--- src/rtl/matmult_pkg.sv ---
// Shared definitions for the matrix-multiply job scheduler.
package matmult_pkg;

  localparam int unsigned DefDw    = 32;
  localparam int unsigned DefNElem = 16;
  localparam int unsigned DefTmo   = 1024;
  localparam int unsigned IdxW     = 4;

  typedef enum logic [2:0] {
    StIdle,
    StLOgot,
    StLData,
    StLWait,
    StROgot,
    StRRead,
    StDone
  } sched_state_e;

endpackage

--- src/rtl/edge_rise.sv ---
// Registered rising-edge detector: rise_o = in_i & ~in_i(previous cycle).
module edge_rise (
  input  logic clk_i,
  input  logic rst_ni,
  input  logic in_i,
  output logic rise_o
);

  logic prev_q;

  // Remember the previous level of the input.
  always_ff @(posedge clk_i or negedge rst_ni) begin
    if (!rst_ni) prev_q <= 1'b0;
    else         prev_q <= in_i;
  end

  assign rise_o = in_i & ~prev_q;

endmodule

--- src/rtl/matmult_sched.sv ---
// Two-client job scheduler feeding a 4x4 matrix-multiply engine: loads A/B pairs,
// reads back results (first read of each job is a dummy), with a handshake watchdog.
module matmult_sched
  import matmult_pkg::*;
#(
  parameter int unsigned DW     = DefDw,
  parameter int unsigned N_ELEM = DefNElem,
  parameter int unsigned TMO    = DefTmo
) (
  input  logic            clk_i,
  input  logic            rst_ni,
  input  logic [1:0]      req_i,
  output logic [1:0]      gnt_o,
  input  logic [DW-1:0]   in_a_i,
  input  logic [DW-1:0]   in_b_i,
  input  logic            in_valid_i,
  output logic            in_take_o,
  output logic [DW-1:0]   res_o,
  output logic [IdxW-1:0] res_idx_o,
  output logic            res_id_o,
  output logic            res_valid_o,
  output logic            done_o,
  output logic            busy_o,
  output logic            err_o,
  output logic [DW-1:0]   mm_a_o,
  output logic [DW-1:0]   mm_b_o,
  input  logic [DW-1:0]   mm_r_i,
  output logic            mm_i_ready_o,
  output logic            mm_o_got_o,
  input  logic            mm_rdy_i,
  input  logic            mm_gotit_i,
  input  logic            mm_out_ready_i
);

  localparam int unsigned CntW = $clog2(N_ELEM + 1);
  localparam int unsigned WdW  = $clog2(TMO + 1);

  sched_state_e    state_q, state_d;
  logic [1:0]      gnt_q, gnt_d;
  logic            busy_q, busy_d, err_q, err_d, dummy_q, dummy_d;
  logic            cli_q, cli_d, ptr_q, ptr_d;
  logic [CntW-1:0] cnt_q, cnt_d;
  logic [WdW-1:0]  wdog_q, wdog_d;
  logic [DW-1:0]   mm_a_q, mm_a_d, mm_b_q, mm_b_d, res_q, res_d;
  logic [IdxW-1:0] res_idx_q, res_idx_d;
  logic            res_id_q, res_id_d, res_valid_q, res_valid_d;
  logic            rdy_rise, gotit_rise, oready_rise;
  logic            wd_on, timeout, pick;

  edge_rise u_rdy_rise (
    .clk_i  (clk_i),
    .rst_ni (rst_ni),
    .in_i   (mm_rdy_i),
    .rise_o (rdy_rise)
  );

  edge_rise u_gotit_rise (
    .clk_i  (clk_i),
    .rst_ni (rst_ni),
    .in_i   (mm_gotit_i),
    .rise_o (gotit_rise)
  );

  edge_rise u_oready_rise (
    .clk_i  (clk_i),
    .rst_ni (rst_ni),
    .in_i   (mm_out_ready_i),
    .rise_o (oready_rise)
  );

  // Watchdog only guards engine handshakes; client stalls in StLData are unbounded.
  assign wd_on   = (state_q == StLOgot) || (state_q == StLWait) ||
                   (state_q == StROgot) || (state_q == StRRead);
  assign timeout = wd_on && (wdog_q == WdW'(TMO - 1));

  // Next-state logic for the job sequencer, arbitration and watchdog.
  always_comb begin
    state_d     = state_q;
    gnt_d       = gnt_q;
    busy_d      = busy_q;
    err_d       = err_q;
    cnt_d       = cnt_q;
    dummy_d     = dummy_q;
    cli_d       = cli_q;
    ptr_d       = ptr_q;
    mm_a_d      = mm_a_q;
    mm_b_d      = mm_b_q;
    res_d       = res_q;
    res_idx_d   = res_idx_q;
    res_id_d    = res_id_q;
    res_valid_d = 1'b0;
    pick        = 1'b0;
    unique case (state_q)
      StIdle: begin
        if (|req_i) begin
          pick    = (req_i == 2'b11) ? ptr_q : req_i[1];
          cli_d   = pick;
          gnt_d   = pick ? 2'b10 : 2'b01;
          busy_d  = 1'b1;
          err_d   = 1'b0;
          cnt_d   = '0;
          dummy_d = 1'b0;
          state_d = StLOgot;
        end
      end
      StLOgot: if (rdy_rise) state_d = StLData;
      StLData: begin
        if (in_valid_i) begin
          mm_a_d  = in_a_i;
          mm_b_d  = in_b_i;
          state_d = StLWait;
        end
      end
      StLWait: begin
        if (gotit_rise) begin
          if (cnt_q == CntW'(N_ELEM - 1)) begin
            cnt_d   = '0;
            dummy_d = 1'b1;
            state_d = StROgot;
          end else begin
            cnt_d   = cnt_q + 1'b1;
            state_d = StLOgot;
          end
        end
      end
      StROgot: if (oready_rise) state_d = StRRead;
      StRRead: begin
        if (gotit_rise) begin
          if (dummy_q) begin
            // Engine's first read after loading carries no result.
            dummy_d = 1'b0;
            state_d = StROgot;
          end else begin
            res_d       = mm_r_i;
            res_idx_d   = IdxW'(cnt_q);
            res_id_d    = cli_q;
            res_valid_d = 1'b1;
            if (cnt_q == CntW'(N_ELEM - 1)) begin
              cnt_d   = '0;
              gnt_d   = 2'b00;
              busy_d  = 1'b0;
              state_d = StDone;
            end else begin
              cnt_d   = cnt_q + 1'b1;
              state_d = StROgot;
            end
          end
        end
      end
      StDone: begin
        ptr_d   = ~cli_q;
        state_d = StIdle;
      end
      default: state_d = StIdle;
    endcase
    if (timeout) begin
      err_d       = 1'b1;
      gnt_d       = 2'b00;
      busy_d      = 1'b0;
      cnt_d       = '0;
      dummy_d     = 1'b0;
      res_valid_d = 1'b0;
      state_d     = StIdle;
    end
    wdog_d = (!wd_on || (state_d != state_q)) ? '0 : wdog_q + 1'b1;
  end

  // State and datapath registers.
  always_ff @(posedge clk_i or negedge rst_ni) begin
    if (!rst_ni) begin
      state_q     <= StIdle;
      gnt_q       <= 2'b00;
      busy_q      <= 1'b0;
      err_q       <= 1'b0;
      cnt_q       <= '0;
      dummy_q     <= 1'b0;
      cli_q       <= 1'b0;
      ptr_q       <= 1'b0;
      wdog_q      <= '0;
      mm_a_q      <= '0;
      mm_b_q      <= '0;
      res_q       <= '0;
      res_idx_q   <= '0;
      res_id_q    <= 1'b0;
      res_valid_q <= 1'b0;
    end else begin
      state_q     <= state_d;
      gnt_q       <= gnt_d;
      busy_q      <= busy_d;
      err_q       <= err_d;
      cnt_q       <= cnt_d;
      dummy_q     <= dummy_d;
      cli_q       <= cli_d;
      ptr_q       <= ptr_d;
      wdog_q      <= wdog_d;
      mm_a_q      <= mm_a_d;
      mm_b_q      <= mm_b_d;
      res_q       <= res_d;
      res_idx_q   <= res_idx_d;
      res_id_q    <= res_id_d;
      res_valid_q <= res_valid_d;
    end
  end

  // Handshake drives decode straight from state, so they can never overlap.
  assign mm_o_got_o   = (state_q == StLOgot) || (state_q == StROgot);
  assign mm_i_ready_o = (state_q == StLWait) || (state_q == StRRead);
  assign in_take_o    = (state_q == StLData);
  assign done_o       = (state_q == StDone);
  assign gnt_o        = gnt_q;
  assign busy_o       = busy_q;
  assign err_o        = err_q;
  assign mm_a_o       = mm_a_q;
  assign mm_b_o       = mm_b_q;
  assign res_o        = res_q;
  assign res_idx_o    = res_idx_q;
  assign res_id_o     = res_id_q;
  assign res_valid_o  = res_valid_q;

endmodule

--- config.mk ---
export PLATFORM = sky130hd
export DESIGN_NAME = matmult_sched
export DESIGN_NICKNAME = d
export VERILOG_FILES = /design/src/rtl/matmult_pkg.sv /design/src/rtl/edge_rise.sv /design/src/rtl/matmult_sched.sv
export SDC_FILE = /design/constraint.sdc
export NUM_CORES = 1
export LEC_CHECK = 0
export ABC_AREA = 1
export CAP_MARGIN = 0
export CORE_MARGIN = 3
export CORE_UTILIZATION = 40
export DETAILED_ROUTE_END_ITERATION = 10
export PLACE_DENSITY = 0.85
export SYNTH_ARGS = -nofsm -noshare
export SYNTH_HDL_FRONTEND = slang
export SYNTH_SLANG_ARGS = --single-unit
export TNS_END_PERCENT = 1
--- constraint.sdc ---
create_clock -name clk_i -period 1.8 [get_ports clk_i]
set_input_delay 0.36 -clock clk_i [delete_from_list [all_inputs] [get_ports clk_i]]
set_output_delay 0.36 -clock clk_i [all_outputs]
set_load 0.03 [all_outputs]
==> impl_metrics.env <==
export IMPL_synth_distinct_cells=33
export IMPL_yosysWarningCount=0
export IMPL_final_hold_violation_count=0
export IMPL_rows=42
export IMPL_synth_async_reset_ratio_pct=100.0
export IMPL_period_share_pct=108.9
export IMPL_avgRoutedWirePerCell_microns=17.11
export IMPL_die_area_sq_mm=0.01521
export IMPL_cts_made_buffers=17
export IMPL_clock_latency_ps=410
export IMPL_hold_path_class="in2reg"
export IMPL_period_needed_ps=1959
export IMPL_design_area_sq_mm=0.008934
export IMPL_rr_startpoint="state_q[1]$_DFF_PN0_"
export IMPL_met3_usage_pct=5.901
export IMPL_port_buffers=213
export IMPL_via_count=4630
export IMPL_synth_edf_count=0
export IMPL_ys_ff_latch=131
export IMPL_die_x_microns=123.3
export IMPL_criticalPathCategory="reg2reg"
export IMPL_fin_nets=871
export IMPL_drt_vias_per_instance=4.863
export IMPL_synth_area_per_cell_sq_um=10.93
export IMPL_power_density_mw_per_mm2=1146
export IMPL_drt_iter0_markers=309
export IMPL_status="finished, violations left"
export IMPL_grt_usage_pct=19.78
export IMPL_synth_area_leader_cell="dfrtp_1"
export IMPL_start_util_pct=41.26
export IMPL_min_from="mm_out_ready_i"
export IMPL_ff2ff_setup_slack_ps=-160
export IMPL_grt_max_degree=42
export IMPL_synthTopCellsByArea="dfrtp_1 (60%), mux2_2 (13%), nand2_1 (10%)"
export IMPL_reg2reg_depth=8
export IMPL_worstMarginPinSlew_ps=422.9
export IMPL_r2r_end="cnt_q[3]$_DFFE_PN0P_"
export IMPL_syn_nets=610
export IMPL_cp_arrival_ps=2300
export IMPL_irDropWorstVdd_v=0.0006951
export IMPL_core_sq_mm=0.01335
export IMPL_htreeDepth=4
export IMPL_maxCapViolations=0
export IMPL_grt_setup_unrepaired="yes"
export IMPL_fin_ws_ps=-159.4
export IMPL_p_leak_nw=5.057
export IMPL_fin_cells=952
export IMPL_final_antenna_net_count=0
export IMPL_first_global_vias=4642
export IMPL_gr_usage_met2_pct=36.12
export IMPL_synth_seq_area_share_pct=59.52
export IMPL_pin_count=214
export IMPL_worst_ep_required_time_ps=2140
export IMPL_slew_viol_final=0
export IMPL_synth_top_area_share_pct=59.52
export IMPL_root_buffer="clkbuf_16"
export IMPL_place_area_sq_mm=0.008134
export IMPL_gp_congestion=0.9807
export IMPL_hold_slack_ps=412.6
export IMPL_overflow=0
export IMPL_cts_sinks=131
export IMPL_cts_tree="done"
export IMPL_path_max_fanout=8
export IMPL_hpwlAfterDp_microns=11430
export IMPL_busiest_layer="met2"
export IMPL_synthFlopType="dfrtp_1"
export IMPL_fmax_mhz=510.4
export IMPL_endpoint_kind="flip-flop"
export IMPL_fin_skew_ps=9.741
export IMPL_dp_cells=912
export IMPL_use_met1_pct=21.86
export IMPL_syn2layout_area_growth_pct=62.20
export IMPL_hold_depth=1
export IMPL_routed_wl_microns=16290
export IMPL_cts_max_path_buffers=2
export IMPL_grt_pass1_wl_microns=23140
export IMPL_min_to="u_oready_rise.prev_q$_DFF_PN0_"
export IMPL_dr_pass1_iters=4
export IMPL_syn_area_sq_mm=0.005508
export IMPL_violations="setup timing"
export IMPL_drc_errors=0
export IMPL_setup_violations=20
export IMPL_startpoint_type="flip-flop"
export IMPL_num_antenna_cells=0
export IMPL_path_clk_slew_ps=60
export IMPL_syn_inst=504
export IMPL_drive_gt1_share_pct=26.80
export IMPL_antenna_found_initial=0
export IMPL_relSlewSlack_pct=71.81
export IMPL_dieHeight_microns=123.3
cells by family after synthesis:
| family | Yosys count | share of synthesized area [%] |
|---|---|---|
| simple gates | 226 | 19.22 |
| flops | 131 | 59.52 |
| mux | 64 | 13.08 |
| buf+inv | 53 | 4.339 |
| compound gates | 19 | 1.954 |
| xor+xnor | 9 | 1.431 |
| fa+ha+maj | 2 | 0.4543 |
critical path, stage by stage (launching register included):
cell	delay [ps]
dfrtp_2	490
buf_4	190
a21oi_4	190
nand4_4	190
nand4_1	270
nand3_4	130
nor2_4	270
nand2_2	100
o21ai_2	70
per-layer routing:
| metal | up-vias | routed length, microns |
|---|---|---|
| li1 | 2162 | - |
| met1 | 2253 | 5931 |
| met2 | 181 | 8723 |
| met3 | 34 | 1224 |
| met4 | 0 | 406 |
| met5 | - | 0 |
layout by cell type (no fill, tap or decap), types with 2 or more instances in the layout:
master	count
a21oi_1	2
buf_12	8
buf_4	37
buf_6	6
bufinv_16	2
clkbuf_1	5
clkbuf_16	18
clkbuf_8	2
clkdlybuf4s50_1	102
clkinv_2	4
dfrtp_1	130
dlygate4sd2_1	81
dlymetal6s2s_1	25
ha_2	2
inv_1	26
inv_2	6
inv_4	2
mux2_2	64
nand2_1	142
nand2_2	16
nand2_4	3
nand3_1	13
nand3_2	5
nand3_4	4
nand4_1	6
nor2_1	10
nor2_4	8
nor3_1	3
nor3_2	13
o21ai_0	4
o21ai_1	6
o21ai_2	2
xnor2_1	2
xor2_1	7
synthesized netlist by cell type (2+ instances only):
library cell,count
buf_1,3
inv_1,27
xor2_1,7
a21oi_1,2
a21boi_1,2
nor3_2,10
nand4_1,6
mux2_2,64
nand2_2,10
buf_4,3
buf_6,2
buf_2,7
nor3_1,6
nand2_1,151
nor2_4,3
nand3_1,20
nor2_2,3
inv_2,5
ha_1,2
dfrtp_1,131
xnor2_1,2
o21ai_0,7
inv_4,2
nor2_1,13
o21ai_1,5
clkbuf_1,4
metrics by stage:
step	setup TNS (ps)	worst slack, ps	power [mW]	utilization, %
floorplan	0	102.4	5.347	-
global placement	-2345	-165.3	6.817	60.94
detailed placement	-4062	-247.7	6.929	60.94
CTS	-71.86	-43.62	10.02	64.91
global route	-3985	-244.1	10.68	66.93
finish	-1813	-159.4	10.24	66.93
how the worst max path moves through the flow:
stage                          from  slack (ps)              endpoint  cells after the start
6_report       state_q[1]$_DFF_PN0_        -160  cnt_q[3]$_DFFE_PN0P_                      8
5_1_grt        state_q[1]$_DFF_PN0_        -240  cnt_q[3]$_DFFE_PN0P_                      8
4_1_cts        state_q[0]$_DFF_PN0_         -40          mm_i_ready_o                      7
3_5_place_dp             mm_gotit_i        -250   wdog_q[9]$_DFF_PN0_                     11
3_3_place_gp             mm_gotit_i        -170  wdog_q[10]$_DFF_PN0_                     11
2_1_floorplan  state_q[1]$_DFF_PN0_         100   wdog_q[4]$_DFF_PN0_                     11
power by group:
part / switching (mW) / internal, mW / leakage (nW) / total [mW]
sequential: 0.248 / 3.38 / 1.76 / 3.63
clock: 1.18 / 2.08 / 0.274 / 3.26
combinational: 2.05 / 1.30 / 3.03 / 3.35
sequential cells by signal, indices dropped and copies added (netlist names), 2 cells and up:
register,cells
mm_a_o,32
mm_b_o,32
res_o,32
wdog_q,11
cnt_q,5
res_idx_o,4
state_q,3
gnt_o,2
layout make-up:
| cell class | count | area, sq um |
|---|---|---|
| clock buffer | 24 | 471.7 |
| sequential | 131 | 3279 |
| multi-input combinational | 320 | 2166 |
| fill | 964 | 4414 |
| tap | 176 | 220.2 |
| clock inverter | 6 | 80.08 |
| inverter | 34 | 132.6 |
| timing repair buffer | 261 | 2584 |
repair_timing:
action	4_1_cts	5_1_grt
pin swaps	0	11
hold buffers	1	0
setup buffers	3	5
resized for setup	94	61
cloned	0	1
endpoints found under the setup margin	91	49
endpoints found under the hold margin	26	0
No activity file was read; power rests on OpenSTA's default activity.
